`src/rtl/outing_scheduler.sv`:
```
// outing_scheduler: decides when the group goes out and which hiking-club and
// basketball-team member each get the outing. A pair needs one requester from
// each group. Each outing is followed by a cooldown. Grants rotate round-robin
// within each group.
//
// state  | meaning
// IDLE   | no activity, watching requests
// GATHER | one group requesting, waiting for the other (bounded by WAIT_MAX)
// OUT    | outing in progress, grants frozen
// COOL   | cooldown after an outing, requests ignored
module outing_scheduler #(
  parameter int OUT_CYCLES  = 8,
  parameter int COOL_CYCLES = 2,
  parameter int WAIT_MAX    = 15
) (
  input  logic       Clk,
  input  logic       Rst_n,
  input  logic [1:0] hike_req,
  input  logic [1:0] ball_req,
  input  logic       done_early,
  output logic       going_out,
  output logic [1:0] hike_gnt,
  output logic [1:0] ball_gnt,
  output logic       busy,
  output logic       timeout,
  output logic [7:0] outing_count
);

  typedef enum logic [1:0] {IDLE, GATHER, OUT, COOL} state_t;

  localparam logic [7:0] OUT_LAST  = 8'(OUT_CYCLES - 1);
  localparam logic [7:0] COOL_LAST = 8'(COOL_CYCLES - 1);
  localparam logic [7:0] WAIT_LAST = 8'(WAIT_MAX - 1);

  state_t     state;
  logic [7:0] wait_cnt;
  logic [7:0] dur_cnt;
  logic [7:0] cool_cnt;
  logic       hptr;
  logic       bptr;

  logic       h;
  logic       b;
  logic       start_out;
  logic [1:0] hike_pick;
  logic [1:0] ball_pick;

  // Candidate grants for this cycle; the pointer only breaks ties when both members ask.
  always_comb begin
    h         = |hike_req;
    b         = |ball_req;
    start_out = ((state == IDLE) || (state == GATHER)) && h && b;
    hike_pick = 2'b00;
    ball_pick = 2'b00;
    case (hike_req)
      2'b01:   hike_pick = 2'b01;
      2'b10:   hike_pick = 2'b10;
      2'b11:   hike_pick = hptr ? 2'b10 : 2'b01;
      default: hike_pick = 2'b00;
    endcase
    case (ball_req)
      2'b01:   ball_pick = 2'b01;
      2'b10:   ball_pick = 2'b10;
      2'b11:   ball_pick = bptr ? 2'b10 : 2'b01;
      default: ball_pick = 2'b00;
    endcase
  end

  // Sequencer: state, timers, pointers and all registered outputs.
  always_ff @(posedge Clk or negedge Rst_n) begin
    if (!Rst_n) begin
      state        <= IDLE;
      wait_cnt     <= 8'd0;
      dur_cnt      <= 8'd0;
      cool_cnt     <= 8'd0;
      hptr         <= 1'b0;
      bptr         <= 1'b0;
      going_out    <= 1'b0;
      hike_gnt     <= 2'b00;
      ball_gnt     <= 2'b00;
      busy         <= 1'b0;
      timeout      <= 1'b0;
      outing_count <= 8'd0;
    end else begin
      timeout <= 1'b0;
      if (start_out) begin
        state     <= OUT;
        dur_cnt   <= 8'd0;
        going_out <= 1'b1;
        busy      <= 1'b1;
        hike_gnt  <= hike_pick;
        ball_gnt  <= ball_pick;
        // Pointer moves to whichever member was not granted.
        hptr      <= hike_pick[0];
        bptr      <= ball_pick[0];
        if (outing_count != 8'hFF) outing_count <= outing_count + 8'd1;
      end else begin
        case (state)
          IDLE: begin
            if (h ^ b) begin
              state    <= GATHER;
              wait_cnt <= 8'd0;
              busy     <= 1'b1;
            end
          end
          GATHER: begin
            if (!h && !b) begin
              state <= IDLE;
              busy  <= 1'b0;
            end else if (wait_cnt == WAIT_LAST) begin
              state   <= IDLE;
              busy    <= 1'b0;
              timeout <= 1'b1;
            end else begin
              wait_cnt <= wait_cnt + 8'd1;
            end
          end
          OUT: begin
            if (done_early || (dur_cnt == OUT_LAST)) begin
              state     <= COOL;
              cool_cnt  <= 8'd0;
              going_out <= 1'b0;
              hike_gnt  <= 2'b00;
              ball_gnt  <= 2'b00;
            end else begin
              dur_cnt <= dur_cnt + 8'd1;
            end
          end
          COOL: begin
            if (cool_cnt == COOL_LAST) begin
              state <= IDLE;
              busy  <= 1'b0;
            end else begin
              cool_cnt <= cool_cnt + 8'd1;
            end
          end
          default: state <= IDLE;
        endcase
      end
    end
  end

endmodule

```
`config.mk`:
```
export PLATFORM = sky130hd
export DESIGN_NAME = outing_scheduler
export DESIGN_NICKNAME = d
export VERILOG_FILES = /design/src/rtl/outing_scheduler.sv
export SDC_FILE = /design/constraint.sdc
export NUM_CORES = 1
export LEC_CHECK = 0
export CORE_MARGIN = 4
export CORE_UTILIZATION = 50
export DETAILED_ROUTE_END_ITERATION = 7
export GPL_ROUTABILITY_DRIVEN = 0
export HOLD_SLACK_MARGIN = 0.05
export PLACE_DENSITY = 0.83
export SYNTH_ARGS = -nofsm -noshare
export SYNTH_HDL_FRONTEND = slang
export SYNTH_SLANG_ARGS = --single-unit
```
`constraint.sdc`:
```
create_clock -name Clk -period 1.78 [get_ports Clk]
set_input_delay 0.356 -clock Clk [delete_from_list [all_inputs] [get_ports Clk]]
set_output_delay 0.356 -clock Clk [all_outputs]
set_load 0.05 [all_outputs]
```
Yosys cells after proc, flatten, opt, wreduce, memory -nomap -nowiden
Index checks and enable logic that the tools add are counted.
- bits in registers: 43
- input port bits: 7
- output and inout bits: 15
- add/sub/neg operators: 4
- equal/unequal tests: 23
- multiplexer cells: 38
- bitwise gates (word level): 2
- reduce and logical (&&, ||, !) cells: 22
- operators with widths (cell ; number):
    8-bit two-way mux ; 8
    8-bit by 1-bit adder with 8-bit output (second input constant) ; 4
    8-bit one-hot mux with 2 select lines ; 2
    2-bit two-way mux ; 12
    2-bit equality test (second input constant) ; 6
    1-bit two-way mux ; 12
    2-bit one-hot mux with 3 select lines ; 2
    4-bit AND reduction ; 3
    2-bit inequality test (second input constant) ; 5
    8-bit by 1-bit equality test with 1-bit output (second input constant) ; 1
    8-bit by 3-bit equality test with 1-bit output (second input constant) ; 1
    8-bit by 4-bit equality test with 1-bit output (second input constant) ; 1
    8-bit inequality test (second input constant) ; 1
    2-bit one-hot mux with 4 select lines ; 1
    2-bit nonzero test ; 4
    2-bit by 1-bit equality test with 1-bit output (second input constant) ; 3
    3-bit inequality test (second input constant) ; 2
    2-bit AND reduction ; 3
    5-bit AND reduction ; 1
    4-bit by 2-bit inequality test with 1-bit output (second input constant) ; 1
    4-bit nonzero test ; 1
    2-bit OR reduction ; 2
    1-bit logical AND ; 3
    3-bit by 2-bit inequality test with 1-bit output (second input constant) ; 1
    other kinds (7) ; 9

Depth between registers and ports, before layout
Gate-level depths: netlist of run 1.
- depth in word-level cells: 6
- mapped depth: 7
- mapped depth without buffers: 6

Worst setup path after synthesis of run 1
No wires, ideal clock.
- kind: flip-flop to flip-flop
- start: register cool_cnt[5]
- end: register cool_cnt[7]
- setup time: 0.118 ns
- arrival: 1.667 ns
- required time: 1.662 ns
- slack: -0.005 ns
- cell stages (with the launch flop): 5
- buffers on the path: 0
- clock period less this slack: 1.785 ns
- path through: dfrtp_1 -> or4_4 -> o311ai_4 -> o211ai_2 -> a21o_1
- word-level cells in the longest chain between the ends: 3
- elaborated cells on any way between the ends: 6
- those cells by class: add/sub (1); eq/ne (2); mux (2); reduce/logical (1)
- RTL lines (what ; line ; source):
    start, declared ; 38 ; logic [7:0] cool_cnt;
    start signal, assigned ; 134 ; cool_cnt <= cool_cnt + 8'd1;
    8-bit by 1-bit adder with 8-bit output / 8-bit by 1-bit equality test with 1-bit output (equally long branches) ; 134, 130 ;
    8-bit two-way mux / 2-bit inequality test (equally long branches) ; - ;
    8-bit one-hot mux with 2 select lines / 4-bit AND reduction (equally long branches) ; - ;
Parallel ways exist; a longest one is shown, timed or not. The select of a mux whose other input is x is not followed.
A chain may end at the register's enable or synchronous reset.

Final worst setup path of run 1
- start: register dur_cnt[5]
- end: register state[0]
- word-level cells in the longest chain between the ends: 4
- RTL lines (what ; line ; source):
    start, declared ; 37 ; logic [7:0] dur_cnt;
    start signal, assigned ; 126 ; dur_cnt <= dur_cnt + 8'd1;
    8-bit by 3-bit equality test with 1-bit output ; 119 ; if (done_early || (dur_cnt == OUT_LAST)) begin
    1-bit logical OR ; 119 ;
    3-bit inequality test (no line) ; - ;
    4-bit AND reduction (no line) ; - ;
    end signal, assigned ; 120 ; state <= COOL;
    end signal, assigned ; 131 ; state <= IDLE;
    end signal, assigned ; 137 ; default: state <= IDLE;
    end, declared ; 35 ; state_t state;
No other way between the ends.

==> results of run 1 <==
## state kept, by name, indices dropped and copies added (netlist names)
name	flops
ball_gnt	2
bptr	1
busy	1
cool_cnt	8
dur_cnt	8
going_out	1
hike_gnt	2
hptr	1
outing_count	8
state	2
timeout	1
wait_cnt	8
## synthesized netlist by cell type, drive strengths merged, types with 4 or more instances
| master | count | area share |
|---|---|---|
| nor3 | 5 | 0.015 |
| a21oi | 5 | 0.011 |
| o21ai | 16 | 0.034 |
| a31o | 6 | 0.023 |
| clkbuf | 6 | 0.0097 |
| nand4 | 9 | 0.024 |
| nor2 | 14 | 0.023 |
| ha | 7 | 0.038 |
| dfrtp | 43 | 0.46 |
| and3 | 8 | 0.021 |
| xor2 | 5 | 0.019 |
| a21o | 6 | 0.019 |
| nand3 | 16 | 0.034 |
| nand2 | 14 | 0.023 |
| a31oi | 4 | 0.011 |
| inv | 7 | 0.011 |
| nand2b | 7 | 0.019 |
## metal layers
metal  vias to the layer above  wire length, um  part of all wire
met5                         -                0                 0
met4                         0               63             0.012
met2                        48             2810              0.52
met3                         7              206             0.038
li1                        994                -                 -
met1                      1023             2290              0.43
## timing repair
action	4_1_cts	5_1_grt
hold buffers	1	0
hold endpoints to repair	18	0
setup endpoints to repair	12	18
gates cloned	0	1
resized for setup	7	15
pin swaps	3	8
setup buffers	2	3
## power by group
part	leakage, nW	switching [mW]	internal, mW
logic	0.835	0.0971	0.0615
registers	0.548	0.0144	0.994
clock network	0.0644	0.344	0.559
## layout make-up
cell class | instances | area (um2) | area share
multi-input combinational | 171 | 1240 | 0.403
sequential | 43 | 1080 | 0.349
timing repair buffer | 67 | 536 | 0.174
clock buffer | 5 | 68.8 | 0.0223
clock inverter | 3 | 67.6 | 0.0219
tap | 52 | 65.1 | 0.0211
inverter | 7 | 26.3 | 0.00853
## path summary, 6_finish.rpt
kind                                    to  depth (start not counted)
hold reg to reg                  going_out                          1
max in group asynchronous      cool_cnt[7]                          3
min in group asynchronous  outing_count[6]                          2
setup reg to reg                  state[0]                          4
setup / recovery                  state[0]                          4
hold / removal                   going_out                          1
## cells by family after synthesis
| kind of cell | share of synthesized area |
|---|---|
| simple gates | 0.230 |
| compound gates | 0.198 |
| flops | 0.462 |
| buf+inv | 0.0285 |
| xor+xnor | 0.0301 |
| fa+ha+maj | 0.0376 |
| mux | 0.0140 |
## stage by stage
| stage | TNS, ns | setup WS, ns | util | instance area (um2) | instances |
|---|---|---|---|---|---|
| detailed placement | -6.01 | -0.361 | 0.636 | 2830 | 333 |
| CTS | -0.0472 | -0.0159 | 0.677 | 3010 | 344 |
| global placement | -4.90 | -0.322 | 0.636 | 2830 | 333 |
| floorplan | 0 | 0.0151 | - | 2330 | 230 |
| finish | -0.0759 | -0.0466 | 0.693 | 3080 | 348 |
| global route | -0.494 | -0.0899 | 0.693 | 3080 | 348 |
==> run_results.csv, run 1 <==
group,metric,value,unit
critical_path,largest_stage_delay_worst_path,0.56,ns
job,max_cap_violations,0,
global_route,grt_util_all_layers,0.189,
cells_and_area,n_antenna_cell,0,
cells_and_area,nets,309,
cts,htreeDepth,2,
floorplanning,die_w,76.3,um
global_route,grt_overflow_total,0,
critical_path,timing_worst_setup_path_type,"flop to flop",
timing,drv_slew,0,
floorplanning,effective_utilization_at_floorplan,0.524,
routing,route.antenna.remaining_nets,0,
yosys,synthFlopType,"dfrtp_1",
floorplanning,die_h,76.3,um
cells_and_area,final_common_cell,"buf_4",
routing,drc_violations_left,0,
timing,max-slew-margin-rel,0.685,
critical_path,path_buf_inv,1,
critical_path,critPathSlowestCell,"or4_4",
cts,clk-insertion-delay-late,0.30,ns
floorplanning,fp.dieArea,5820,um2
global_route,grt_util_met2,0.339,
critical_path,required,1.98,ns
power_and_ir_drop,total_power,2.07,mW
outcome,violations,"setup timing",
power_and_ir_drop,power_density,672,nW/um2
power_and_ir_drop,power.static_leakage,1.45,nW
critical_path,crit_path_cell_trace,"or4_4 -> o31a_1 -> buf_6 -> o311ai_4",
critical_path,critical_path.max_fanout,7,
cells_and_area,num-fill-cells,344,
yosys,synth-edff-count,0,
global_route,antenna_violations_before_repair,0,
floorplanning,core.rowCount,24,
placement,place.port_buffers,21,
hold_path,hold_path_startpoint,"going_out",
global_route,grt_use_met3,0.0461,
yosys,seq_area_frac_synth,0.462,
routing,wire_per_inst,15.4,um
routing,via_count,2072,
cts,tritoncts_clock_tree,"done",
yosys,synthArstFlopShare,1.00,
cts,cts.reportedPaths.clkPinSlew,0.08,ns
routing,routed_via_density,5.95,
yosys,ys.warnings.count,0,
yosys,syn_area_per_cell,10.1,um2
critical_path,regToRegStartpoint,"dur_cnt[5]",
yosys,synthesis.area,2330,um2
timing,max_freq,547,MHz
timing,setup_violations,6,
yosys,synthDistinctLibCells,51,
global_route,grt_pass1_wl,9070,um
global_route,grt_util_met1,0.231,
cells_and_area,mostFrequentLayoutCells,"buf_4, dfrtp_1, nand3_1",
routing,drt_wl_total,5370,um
outcome,outcome,"complete, but fails checks",
cells_and_area,area_growth,32.2,%
timing,finalClockSkew,0.0123,ns
yosys,number_of_register_bits_inferred_by_synthesis,43,
floorplanning,num_io_pins,22,
timing,finalWorstSetupSlack,-0.0466,ns
critical_path,crit_path_start_kind,"flop",
routing,detail_route.first_pass.iterations,4,
critical_path,critPathTopFamily,"compound AO/OA/AOI/OAI gates",
timing,hold_violations,0,
routing,detailed_route_iter0_violations,117,
hold_path,hold_path.class,"flop to flop",
global_route,grt_max_degree,26,
power_and_ir_drop,peakVddDrop,446,uV
cts,cts.path.max_buffers,2,
critical_path,timing.critical_path.from,"dur_cnt[5]",
timing,final.hold.worst_slack,0.485,ns
critical_path,setup_slack_of_the_most_critical_reg_to_reg_path,-0.05,ns
timing,max_slew.worst_pin.slew,0.472,ns
cells_and_area,proportion_of_layout_cells_with_a_drive_suffix_above_1,0.321,
timing,period_needed,1.83,ns
global_route,grt_pass1_vias,1988,
global_route,grt_busiest_layer,"met2",
floorplanning,core,4440,um2
cts,clock_sinks,43,
placement,dpl.hpwl,3870,um
cts,cts_root_buf,"clkbuf_8",
critical_path,worst_setup_path_end_kind,"flop",
yosys,synth_cells,230,
cts,tritoncts.num_buffers,5,
timing,finalCritPeriodShare,1.03,
timing,rsz_0062_raised_after_global_routing,"true",
yosys,net_count_after_synthesis,244,
critical_path,cp.arrival,2.03,ns
(Power assumes the default switching activity.)
==> inputs of run 2 (changes only) <==
--- a/config.mk
+++ b/config.mk
@@ -10,7 +10,8 @@
 export DETAILED_ROUTE_END_ITERATION = 7
 export GPL_ROUTABILITY_DRIVEN = 0
 export HOLD_SLACK_MARGIN = 0.05
-export PLACE_DENSITY = 0.83
+export PLACE_DENSITY = 0.8
+export SKIP_LAST_GASP = 1
 export SYNTH_ARGS = -nofsm -noshare
 export SYNTH_HDL_FRONTEND = slang
 export SYNTH_SLANG_ARGS = --single-unit
==> constraint.sdc (replaced) <==
create_clock -name Clk -period 1.7 [get_ports Clk]
set_input_delay 0.34 -clock Clk [delete_from_list [all_inputs] [get_ports Clk]]
set_output_delay 0.34 -clock Clk [all_outputs]
set_load 0.05 [all_outputs]
==> run 2 against run 1 <==
The flow still finishes with violations (setup timing). First-iteration DRC count increased by 28%. Clock skew decreased by 0.0047 ns. Highest routed layer unchanged. Global-route usage increased by 1.0 points. Die area unchanged.
==> run_results.csv, run 2 (same netlist as run 1, synthesis figures left out) <==
group,metric,value,unit
placement,detailed_place.area,2880,um2
timing,finalWorstSetupSlack,-0.0775,ns
floorplanning,effective_utilization_at_floorplan,0.524,
placement,place.port_buffers,21,
cells_and_area,n_antenna_cell,0,
cells_and_area,nets,318,
routing,met2WireLength,2700,um
critical_path,required,1.87,ns
timing,max-slew-margin-rel,0.708,
floorplanning,core.rowCount,24,
floorplanning,die_h,76.3,um
critical_path,worst_setup_path_end_kind,"flop",
cts,tritoncts.num_buffers,5,
routing,routed_via_density,5.82,
routing,dr.max_layer_used,"met4",
global_route,grt_pass1_vias,2108,
job,max_cap_violations,0,
critical_path,path_buf_inv,0,
hold_path,hold_path_sink,"hptr",
timing,setup_tns,-0.644,ns
power_and_ir_drop,pwr-share-comb,0.091,
critical_path,largest_stage_delay_worst_path,0.57,ns
cells_and_area,multi_input_comb_area,1260,um2
global_route,grt_util_all_layers,0.199,
critical_path,cp.arrival,1.95,ns
cells_and_area,final_cell_area,3120,um2
timing,rsz_0062_raised_after_global_routing,"true",
cts,tritoncts_clock_tree,"done",
routing,detail_route.first_pass.iterations,4,
hold_path,hold_path_startpoint,"hptr",
cells_and_area,proportion_of_layout_cells_with_a_drive_suffix_above_1,0.368,
global_route,grt_overflow_total,0,
power_and_ir_drop,part_of_the_total_power_dissipated_in_the_clock_network,0.352,
timing,finalCritPeriodShare,1.05,
cells_and_area,mostFrequentLayoutCells,"buf_4, dfrtp_1, nand3_1",
floorplanning,fp.dieArea,5820,um2
critical_path,crit_path_cell_trace,"or4_4 -> o31a_1 -> nor2_2 -> a31oi_1",
power_and_ir_drop,power.share.sequential,0.557,
cells_and_area,final_common_cell,"buf_4",
timing,setup_violations,18,
routing,wire_per_inst,15.6,um
critical_path,setup_slack_of_the_most_critical_reg_to_reg_path,-0.08,ns
timing,max_slew.worst_pin.slew,0.437,ns
routing,route.antenna.remaining_nets,0,
cts,clk-insertion-delay-late,0.30,ns
cts,cts.path.max_buffers,2,
power_and_ir_drop,peakVddDrop,436,uV
floorplanning,num_io_pins,22,
cells_and_area,final_cell_count_no_fill,356,
timing,drv_slew,0,
global_route,grt_pass1_wl,9540,um
timing,hold_violations,0,
outcome,violations,"setup timing",
routing,drc_violations_left,0,
cts,cts_root_buf,"clkbuf_8",
timing,max_freq,563,MHz
power_and_ir_drop,power_density,607,nW/um2
critical_path,critPathTopFamily,"simple AND/OR/NAND/NOR gates",
placement,preCtsSetupSlack,-0.454,ns
cts,htreeDepth,2,
timing,finalClockSkew,0.00755,ns
floorplanning,core,4440,um2
routing,dr_wl_met3,216,um
cells_and_area,area_growth,33.9,%
routing,detailed_route_iter0_violations,150,
global_route,grt_max_degree,28,
critical_path,timing_worst_setup_path_type,"flop to flop",
cts,clock_sinks,43,
power_and_ir_drop,netSwitchingPower,466,uW
critical_path,critical_path.max_fanout,7,
placement,dpl.cell_count,339,
cells_and_area,num-fill-cells,335,
power_and_ir_drop,power.static_leakage,1.47,nW
outcome,outcome,"complete, but fails checks",
critical_path,reg2regPathDepth,4,
cells_and_area,layout.area.seq,1080,um2
hold_path,hold_path.class,"flop to flop",
routing,drt_wl_total,5550,um
routing,wl_met1,2510,um
routing,via_count,2072,
power_and_ir_drop,p_sw_frac,0.246,
timing,period_needed,1.78,ns
timing,final.hold.worst_slack,0.486,ns
critical_path,crit-reg2reg-capture,"cool_cnt[4]",
power_and_ir_drop,power.internal,1.43,mW
critical_path,critPathSlowestCell,"or4_4",
placement,dpl.hpwl,3870,um
hold_path,min_path_cells,1,
floorplanning,die_w,76.3,um
critical_path,regToRegStartpoint,"dur_cnt[4]",
critical_path,crit_path_start_kind,"flop",
cts,cts.reportedPaths.clkPinSlew,0.08,ns
global_route,antenna_violations_before_repair,0,
==> run 2: worst max path at each step <==
stage           startpoint          end  depth (start not counted)
6_report        dur_cnt[4]  cool_cnt[4]                          4
5_1_grt         dur_cnt[4]  cool_cnt[4]                          4
4_1_cts         dur_cnt[5]  cool_cnt[0]                          4
3_5_place_dp   ball_req[0]  wait_cnt[0]                          7
3_3_place_gp   hike_req[1]  wait_cnt[0]                          7
2_1_floorplan  cool_cnt[4]  cool_cnt[7]                          4
==> run 2: timing repair <==
item / CTS / global route
buffers inserted: 6 / 2
hold buffers: 1 / 0
endpoints found under the setup margin: 26 / 26
gates cloned: 0 / 1
pin swaps: 10 / 11
hold endpoints to repair: 16 / 0
resized for setup: 19 / 11
==> run 2: power by group through the flow <==
stage,clock [mW],sequential (mW),combinational [mW]
finish,0.666,1.06,0.172
global route,0.728,1.06,0.187
CTS,0.680,1.06,0.174
detailed placement,0,1.08,0.173
global placement,0,1.07,0.170
floorplan,0,1.12,0.0284
==> run 2: cell type report <==
cell class | instances | area share
Clock buffer | 6 | 0.0265
Clock inverter | 1 | 0.00160
Inverter | 7 | 0.00842
Multi-Input combinational cell | 172 | 0.405
Sequential cell | 43 | 0.346
Tap cell | 52 | 0.0209
Timing Repair Buffer | 75 | 0.192
==> run 2: per-stage QoR <==
stage / util / power (mW)
after CTS: 0.691 / 1.91
after global routing: 0.702 / 1.97
after global placement: 0.649 / 1.24
after floorplan: - / 1.15
after detailed placement: 0.649 / 1.25
final: 0.702 / 1.89
==> run 2: per-layer routing <==
metal / global-route usage / vias to the layer above
li1: - / 1014
met1: 0.249 / 1001
met2: 0.323 / 45
met3: 0.0449 / 12
met4: 0.101 / 0
met5: 0 / -
==> inputs of run 3 (changes only) <==
--- a/config.mk
+++ b/config.mk
@@ -5,6 +5,7 @@
 export SDC_FILE = /design/constraint.sdc
 export NUM_CORES = 1
 export LEC_CHECK = 0
+export ABC_CLOCK_PERIOD_IN_PS = 1700
 export CORE_MARGIN = 4
 export CORE_UTILIZATION = 50
 export DETAILED_ROUTE_END_ITERATION = 7
==> results of run 3 <==
No change in the layout: final DEF, timing and power equal those of run 2.
